[src/rtl/bus_arbiter_pkg.sv]
// Shared definitions for the data-bus arbiter slice.
//   arb_state_e : burst sequencer states (IDLE, ADDR, DRAIN, TURN)
//   NR_DEF, BW_DEF, RDLAT_DEF : default requester count, burst-length
//                               field width and memory read latency
//   BUS_W       : shared data-bus width (fixed-point word width)
//   idx_w()     : width of an index into n requesters (at least 1)
package bus_arbiter_pkg;

  typedef enum logic [1:0] {
    IDLE  = 2'd0,
    ADDR  = 2'd1,
    DRAIN = 2'd2,
    TURN  = 2'd3
  } arb_state_e;

  localparam int unsigned NR_DEF    = 4;
  localparam int unsigned BW_DEF    = 8;
  localparam int unsigned RDLAT_DEF = 1;

  localparam int unsigned BUS_W = 16;

  function automatic int unsigned idx_w(input int unsigned n);
    return (n > 1) ? $clog2(n) : 1;
  endfunction

endpackage

[src/rtl/rr_pick.sv]
// Combinational round-robin picker.
//   req     : request vector, bit i = requester i
//   ptr     : highest-priority requester index
//   win_oh  : one-hot winner (first set req at or after ptr, wrapping)
//   win_idx : winner index
//   any     : at least one request present
module rr_pick
  import bus_arbiter_pkg::*;
#(
  parameter int unsigned NR = NR_DEF
) (
  input  logic [NR-1:0]         req,
  input  logic [idx_w(NR)-1:0]  ptr,
  output logic [NR-1:0]         win_oh,
  output logic [idx_w(NR)-1:0]  win_idx,
  output logic                  any
);

  localparam int unsigned IW = idx_w(NR);

  int unsigned       j;
  logic [IW-1:0]     jj;

  always_comb begin
    win_oh  = '0;
    win_idx = '0;
    any     = 1'b0;
    j       = 0;
    jj      = '0;
    for (int unsigned i = 0; i < NR; i++) begin
      j = 32'(ptr) + i;
      if (j >= NR) j = j - NR;
      jj = IW'(j);
      if (!any && req[jj]) begin
        any        = 1'b1;
        win_oh[jj] = 1'b1;
        win_idx    = jj;
      end
    end
  end

endmodule

[src/rtl/bus_arbiter.sv]
// Round-robin owner of the shared tri-state data bus.
// Each burst: L address cycles (grant), RDLAT drain cycles, then one
// turnaround cycle with every enable low, so two drivers never overlap.
//   clk   : clock
//   rst   : asynchronous active-low reset
//   req   : level requests, bit i = requester i
//   len   : burst length per requester, field i = len[i*BW +: BW]
//   flush : synchronous abort of the current burst
//   grant : one-hot address-phase enable
//   drv   : one-hot bus drive enable (grant delayed RDLAT cycles)
//   beat  : bus carries valid data (|drv)
//   done  : pulse on the last drive cycle of a burst
//   busy  : sequencer not idle
module bus_arbiter
  import bus_arbiter_pkg::*;
#(
  parameter int unsigned NR    = NR_DEF,
  parameter int unsigned BW    = BW_DEF,
  parameter int unsigned RDLAT = RDLAT_DEF
) (
  input  logic             clk,
  input  logic             rst,
  input  logic [NR-1:0]    req,
  input  logic [NR*BW-1:0] len,
  input  logic             flush,
  output logic [NR-1:0]    grant,
  output logic [NR-1:0]    drv,
  output logic             beat,
  output logic [NR-1:0]    done,
  output logic             busy
);

  localparam int unsigned IW = idx_w(NR);

  arb_state_e    state_q, state_d;
  logic [IW-1:0] ptr_q, ptr_d;
  logic [IW-1:0] w_q, w_d;
  logic [BW-1:0] cnt_q, cnt_d;
  logic          zl_q, zl_d;
  logic [NR-1:0] grant_q, grant_d;
  logic          glast_q, glast_d;
  logic [NR-1:0] zl_done_q, zl_done_d;

  logic [NR-1:0] pick_oh;
  logic [IW-1:0] pick_idx;
  logic          pick_any;
  logic [BW-1:0] pick_len;
  logic [NR-1:0] w_oh;
  logic [IW-1:0] ptr_nxt;
  logic          launch;
  logic          flush_act;
  logic [NR-1:0] drv_w;
  logic          dlast_w;

  rr_pick #(.NR(NR)) u_pick (
    .req     (req),
    .ptr     (ptr_q),
    .win_oh  (pick_oh),
    .win_idx (pick_idx),
    .any     (pick_any)
  );

  always_comb begin
    pick_len = '0;
    for (int unsigned i = 0; i < NR; i++) begin
      if (pick_idx == IW'(i)) pick_len = len[i*BW +: BW];
    end
  end

  always_comb begin
    w_oh       = '0;
    w_oh[w_q]  = 1'b1;
    ptr_nxt    = (w_q == IW'(NR - 1)) ? '0 : w_q + IW'(1);
    launch     = ((state_q == IDLE) || (state_q == TURN)) && pick_any;
  end

  always_comb begin
    state_d   = state_q;
    ptr_d     = ptr_q;
    w_d       = w_q;
    cnt_d     = cnt_q;
    zl_d      = zl_q;
    grant_d   = '0;
    glast_d   = 1'b0;
    zl_done_d = '0;
    flush_act = 1'b0;

    unique case (state_q)
      IDLE: ;
      ADDR: begin
        if (flush) begin
          state_d   = TURN;
          ptr_d     = ptr_nxt;
          flush_act = 1'b1;
        end else if (zl_q || (cnt_q == '0)) begin
          // A zero-length burst skips DRAIN: nothing was put in flight.
          if (zl_q || (RDLAT == 0)) begin
            state_d = TURN;
            ptr_d   = ptr_nxt;
          end else begin
            state_d = DRAIN;
            cnt_d   = BW'(RDLAT - 1);
          end
        end else begin
          cnt_d   = cnt_q - BW'(1);
          grant_d = w_oh;
          glast_d = (cnt_q == BW'(1));
        end
      end
      DRAIN: begin
        if (flush || (cnt_q == '0)) begin
          state_d   = TURN;
          ptr_d     = ptr_nxt;
          flush_act = flush;
        end else begin
          cnt_d = cnt_q - BW'(1);
        end
      end
      TURN: state_d = IDLE;
      default: state_d = IDLE;
    endcase

    // Arbitration is shared by IDLE and TURN; in TURN ptr_q already
    // points past the requester just served.
    if (launch) begin
      state_d = ADDR;
      w_d     = pick_idx;
      zl_d    = (pick_len == '0);
      if (pick_len == '0) begin
        cnt_d     = '0;
        zl_done_d = pick_oh;
      end else begin
        cnt_d   = pick_len - BW'(1);
        grant_d = pick_oh;
        glast_d = (pick_len == BW'(1));
      end
    end
  end

  always_ff @(posedge clk or negedge rst) begin
    if (!rst) begin
      state_q   <= IDLE;
      ptr_q     <= '0;
      w_q       <= '0;
      cnt_q     <= '0;
      zl_q      <= 1'b0;
      grant_q   <= '0;
      glast_q   <= 1'b0;
      zl_done_q <= '0;
    end else begin
      state_q   <= state_d;
      ptr_q     <= ptr_d;
      w_q       <= w_d;
      cnt_q     <= cnt_d;
      zl_q      <= zl_d;
      grant_q   <= grant_d;
      glast_q   <= glast_d;
      zl_done_q <= zl_done_d;
    end
  end

  // drv pipeline carries a "last beat" flag alongside grant so done
  // lines up with the final drive cycle; flush empties both.
  if (RDLAT == 0) begin : g_nolat
    assign drv_w   = grant_q;
    assign dlast_w = glast_q;
  end else begin : g_lat
    logic [NR-1:0]    dpipe_q [RDLAT];
    logic [NR-1:0]    dpipe_d [RDLAT];
    logic [RDLAT-1:0] lpipe_q, lpipe_d;

    always_comb begin
      for (int unsigned i = 0; i < RDLAT; i++) begin
        dpipe_d[i] = '0;
      end
      lpipe_d = '0;
      if (!flush_act) begin
        dpipe_d[0] = grant_q;
        lpipe_d[0] = glast_q;
        for (int unsigned i = 1; i < RDLAT; i++) begin
          dpipe_d[i] = dpipe_q[i-1];
          lpipe_d[i] = lpipe_q[i-1];
        end
      end
    end

    always_ff @(posedge clk or negedge rst) begin
      if (!rst) begin
        for (int unsigned i = 0; i < RDLAT; i++) begin
          dpipe_q[i] <= '0;
        end
        lpipe_q <= '0;
      end else begin
        for (int unsigned i = 0; i < RDLAT; i++) begin
          dpipe_q[i] <= dpipe_d[i];
        end
        lpipe_q <= lpipe_d;
      end
    end

    assign drv_w   = dpipe_q[RDLAT-1];
    assign dlast_w = lpipe_q[RDLAT-1];
  end

  assign grant = grant_q;
  assign drv   = drv_w;
  assign beat  = |drv_w;
  assign done  = zl_done_q | (dlast_w ? drv_w : '0);
  assign busy  = (state_q != IDLE);

endmodule
[config.mk]
export PLATFORM = sky130hd
export DESIGN_NAME = bus_arbiter
export DESIGN_NICKNAME = d
export VERILOG_FILES = /design/src/rtl/bus_arbiter_pkg.sv /design/src/rtl/rr_pick.sv /design/src/rtl/bus_arbiter.sv
export SDC_FILE = /design/constraint.sdc
export NUM_CORES = 1
export LEC_CHECK = 0
export ABC_AREA = 1
export BUFFER_PORTS_ARGS = -buffer_cell sky130_fd_sc_hd__buf_2
export CAP_MARGIN = 30
export CORE_ASPECT_RATIO = 0.5
export CORE_UTILIZATION = 50
export DETAILED_ROUTE_END_ITERATION = 7
export GPL_TIMING_DRIVEN = 0
export PLACE_DENSITY = 0.74
export SLEW_MARGIN = 10
export SYNTH_ARGS = -nofsm -noshare
export SYNTH_HDL_FRONTEND = slang
export SYNTH_SLANG_ARGS = --single-unit
export TNS_END_PERCENT = 30
[constraint.sdc]
create_clock -name clk -period 6.6 [get_ports clk]
set_clock_uncertainty 0.05 [all_clocks]
set_input_delay 0.33 -clock clk [delete_from_list [all_inputs] [get_ports clk]]
set_output_delay 0.33 -clock clk [all_outputs]
set_load 0.01 [all_outputs]
== Word-level counts from Yosys, hierarchy flattened ==
Cells that the tools add are included.
Storage, ports and cells
  bits in registers: 29
  output and inout bits: 14
  logic and storage cells: 157
Operators by class
  add/subtract/negate cells: 10
  $lt $le $gt $ge: 14
  equality and inequality tests: 17
  multiplexer cells: 75
  bitwise logic cells: 4
  reduce and logical (&&, ||, !) cells: 27
Operators by type and width (count)
  two-way mux 8 bit: 10
  two-way mux 4 bit: 13
  two-way mux 2 bit: 17
  two-way mux 1 bit: 22
  == test 8 x 1 -> 1 bit, second input constant: 2
  logical NOT 8 bit: 2
  bitwise OR 4 bit: 4
  one-hot mux 8 bit (2 select lines): 1
  subtractor 8 x 1 -> 8 bit, second input constant: 2
  < comparator 2 x 3 -> 1 bit, second input constant: 5
  != test 3 bit, second input constant: 5
  demux 1 bit (select 2 bit): 5
  == test 2 bit, second input constant: 5
  greater-or-equal comparator 2 x 1 -> 1 bit, second input constant: 5
  greater-or-equal comparator 3 bit, second input constant: 3
  logical AND 1 bit: 9
  binary-select mux 1 bit (select 2 bit): 4
  != test 4 bit, second input constant: 2
  AND reduction 4 bit: 2
  subtractor 2 x 1 -> 2 bit, second input constant: 4
  adder 2 x 2 -> 3 bit, second input constant: 2
  one-hot mux 2 bit (3 select lines): 1
  == test 2 x 1 -> 1 bit, second input constant: 2
  logical NOT 2 bit: 2
  other kinds (13): 18

== Longest topological paths before layout ==
  depth in word-level cells: 22
  depth in mapped cells: 22

== Cells and area by module ==
A second synthesis with hierarchy kept.
Second synthesis, totals
  cell total of the unflattened synthesis: 359
  area, all modules: 2620.0 sq um
By module, submodules not included
  bus_arbiter: instances 1, cells each 285, area an instance 2179.6 sq um, seq. area each 725.7 sq um
  rr_pick: instances 1, cells each 74, area an instance 440.4 sq um, seq. area each 0.0 sq um

== Least setup slack after synthesis ==
OpenSTA, ideal clock, no wires.
  path type: reg-to-reg
  from: register ptr_q[0]
  to: register cnt_q[1]
  setup time: 0.119 ns
  data arrival time: 2.879 ns
  data required time: 6.431 ns
  path slack: 3.552 ns
  stages on the path, launching flop included: 22
  clock period less this slack: 3.048 ns
  path through: dfrtp_1 buf_6 inv_6 ha_1 inv_1 nand3_1 nand2_1 nor2_2 nor2_1 nand2_2 nand2_4 buf_6 nand3_1 nand4_1 inv_1 ha_1 nand2_1 nor2_4 nand2_2 nand2_4 nor2_1 o21a_1
On the way
  word-level cells in the longest chain between the ends: 22
Ends and longest elaborated chain
  start, declared: RTL line bus_arbiter.sv:36  | logic [IW-1:0] ptr_q, ptr_d;
  start signal, assigned: RTL line bus_arbiter.sv:152  | ptr_q <= ptr_d;
  parallel branches: the longest is 22 deep, another holds adder 2 x 1 -> 3 bit
  end signal, assigned: RTL line bus_arbiter.sv:154  | cnt_q <= cnt_d;
  end, declared: RTL line bus_arbiter.sv:38  | logic [BW-1:0] cnt_q, cnt_d;
Parallel ways; which one is timed is not known. The select of a mux whose other input is x is not followed.
A chain may end at the register's enable or synchronous reset.

== Worst setup path in the final report ==
  from: register ptr_q[1]
  to: register cnt_q[1]
Same word-level chain as after synthesis.

==> flow_metrics.tcl <==
set metrics [dict create \
    synth.yosys.seq_area_share_pct 28.40 \
    post_cts.repair.setup_buffers 0 \
    final-instance-count-excl-fill 470 \
    timing.critical_path.required_ps 6720 \
    clock_sinks 29 \
    boundaryPins 53 \
    synth.cell_area_um2 2555 \
    die_h_um 52.55 \
    post-synth-top-area-fraction_pct 28.40 \
    post-synth-top-area-cell "dfrtp_1" \
    drt-wirelength-per-cell_um 12.65 \
    path_class "flop to flop" \
    cts.reportedPaths.clkPinSlew_ps 70 \
    start_util_pct 55.10 \
    dr.first_iter.drc_count 102 \
    grt_max_degree 30 \
    antenna_found_initial 0 \
    routed_via_density 5.202 \
    via_count_of_the_first_global_routing_pass 2289 \
    post-route-min-period_ps 3608 \
    clock-root-buffer "clkbuf_8" \
    maxCapViolations 0 \
    synthMostInstantiatedCell "nand2_1" \
    postSynthRegisterBits 29 \
    worstPathCellList "inv_2, ha_1, inv_1, nand3_1, nand2_1, nor2_2, nor2_1, nand2_2, nand2_4, buf_6, nand3_1, nand4_1, inv_1, ha_1, nand2_1, nor2_4, nand2_2, nand2_4, nor2_1, o21a_1" \
    wirelength_um 5947 \
    min_path_type "primary input to asynchronous set/reset pin" \
    slew-limit-headroom_pct 50.34 \
    rr_startpoint "ptr_q[1]" \
    synthesis.yosys.warnings 0 \
    global_route_wire_length_before_repair_um 10080 \
    async_flop_share_pct 100.0 \
    rows 17 \
    detail-route-antenna-nets 0 \
    die_area_um2 5417 \
    finish.net_count 461 \
    post_route_cells_drive_above_1_share_pct 25.74 \
    post-dp-hpwl_um 4758 \
    place.detailed.instances 462 \
    cts_tree "done" \
    gp_congestion 0.8783 \
    grt-ovfl-total 0 \
    clock_latency_ps 280 \
    total_via_count_in_the_routed_design 2445 \
    first_pass_iters 4 \
    tightestPinTransition_ps 735.5 \
    ff2ff_setup_slack_ps 2990 \
    cp_max_fo 10 \
    antenna-diode-count 0 \
    slowest_stage "dfrtp_1" \
    data_arrival_time_of_the_worst_path_ps 3730 \
    cts_hold_repair.buffers 0 \
    number_of_enable_flip_flop_cells_after_synthesis 0 \
    drt_drc_violations_left 0 \
    post_synthesis_net_count 402 \
    post_synth.cell_area_avg_um2 7.427 \
    setup.worst_path.start_class "flop" \
    n_fill_cell 422 \
    slew_viol_final 0 \
    worst_stage_delay_on_the_critical_path_ps 520 \
    ctsHtreeMaxLevel 2 \
    netlist-cell-type-count 36 \
    tritoncts.num_buffers 5 \
    synth_top_cells_by_count "nand2_1 (65), inv_1 (45), nor2_1 (36)" \
    setup.worst_path.start "ptr_q[1]" \
    synth_top_cells_by_area "dfrtp_1 (28%), nand2_1 (9.5%), ha_1 (9.3%)" \
    area_growth_syn_to_layout_pct 16.80 \
    dieWidth_um 103.1 \
    status "completed" \
    setup-tns-final_ps 0 \
    finalSetupViolCount 0 \
    grt_setup_unrepaired "no" \
    cts.path.max_buffers 2 \
    layout_worst_path_cycle_share_pct 54.67 \
    cts_resized 0 \
    post_synth_inst_count 344 \
    placeableCoreArea_um2 4637 \
    cp-end-kind "flop" \
    grt.total_usage_pct 24.48 \
    synth-main-ff-cell "dfrtp_1" \
    finalHoldViolations 0 \
    portBuffers 52 \
    fmaxAchievable_mhz 277.2 \
]
==> per-layer routing <==
layer / routed length (um) / global-route usage (%) / vias up
met2: 2751 / 43.11 / 51
met3: 269 / 4.933 / 6
met4: 29 / 2.817 / 0
met1: 2897 / 32.25 / 1146
li1: - / - / 1242
met5: 0 / 0 / -
==> final timing paths <==
check,end,depth (start not counted)
min in group clk,drv[3],4
worst min register to register,dlast_w,2
worst max-delay path,cnt_q[1],20
worst min-delay path,cnt_q[5],1
max in group asynchronous,drv[2],1
worst max register to register,cnt_q[1],20
==> sequential cells by signal (all words and copies together), names as in the netlist <==
signal	flops
drv	4
zl_done_q	4
zl_q	1
glast_q	1
w_q	2
dlast_w	1
state_q	2
cnt_q	8
ptr_q	2
grant	4
==> worst max-delay path: cells and delay by family, from the launching register on <==
kind | cells | cell delay, ps
and+or+nand+nor | 13 | 1530
adders and majority gates | 2 | 630
buffers and inverters | 4 | 590
DFF | 1 | 520
AOI/OAI and AO/OA | 1 | 160
==> cell families (layout without fill, tap and decap cells) <==
kind of cell             count (synthesis)  after routing  synth area share [%]
AND/OR/NAND/NOR                        187            187                 39.08
buffers and inverters                   53            113                 8.766
AO/OA/AOI/OAI                           48             48                 11.70
flip-flops                              29             29                 28.40
adder cells (fa/ha/maj)                 19             19                 9.305
XOR/XNOR                                 8              8                 2.743
==> through the flow <==
stage	util (%)	cell area [um2]	hold WS, ps	setup slack [ps]
final	64.36	2984	25.87	2992
after global routing	64.36	2984	83.79	2681
after CTS	64.36	2984	46.37	2987
after detailed placement	62.49	2898	346.5	3022
after global placement	62.49	2898	328.6	3137
after floorplan	-	2555	-15.59	3552
==> placed cells by master (no fill, tap or decap), types with 4 or more instances in the layout <==
| cell | synthesis | final |
|---|---|---|
| o21bai_1 | 4 | 4 |
| xor2_1 | 5 | 5 |
| nor2_2 | 8 | 8 |
| o21ai_0 | 6 | 6 |
| inv_1 | 45 | 45 |
| nand2_2 | 6 | 6 |
| nand4_1 | 7 | 7 |
| clkbuf_8 | 0 | 5 |
| nand2_4 | 8 | 8 |
| o22ai_1 | 4 | 4 |
| nor2_1 | 36 | 36 |
| a221oi_1 | 4 | 4 |
| ha_1 | 19 | 19 |
| dfrtp_1 | 29 | 29 |
| buf_2 | 0 | 52 |
| nand3_2 | 6 | 6 |
| nand3_1 | 35 | 35 |
| o21ai_1 | 7 | 7 |
| nand2_1 | 65 | 65 |
| nor2_4 | 7 | 7 |
| a21oi_1 | 15 | 15 |
==> layout make-up <==
cell class	instances	area (um2)	share of cell area, %
tap	66	82.58	2.767
inverter	51	201.4	6.751
timing repair buffer	52	260.3	8.721
buffer	2	22.52	0.7547
clock buffer	5	68.82	2.306
clock inverter	3	17.52	0.5870
sequential	29	725.7	24.32
multi-input combinational	262	1605	53.79
Power is not shown: default switching activity piles up to over one toggle a cycle in this logic, so the estimate is an artifact.
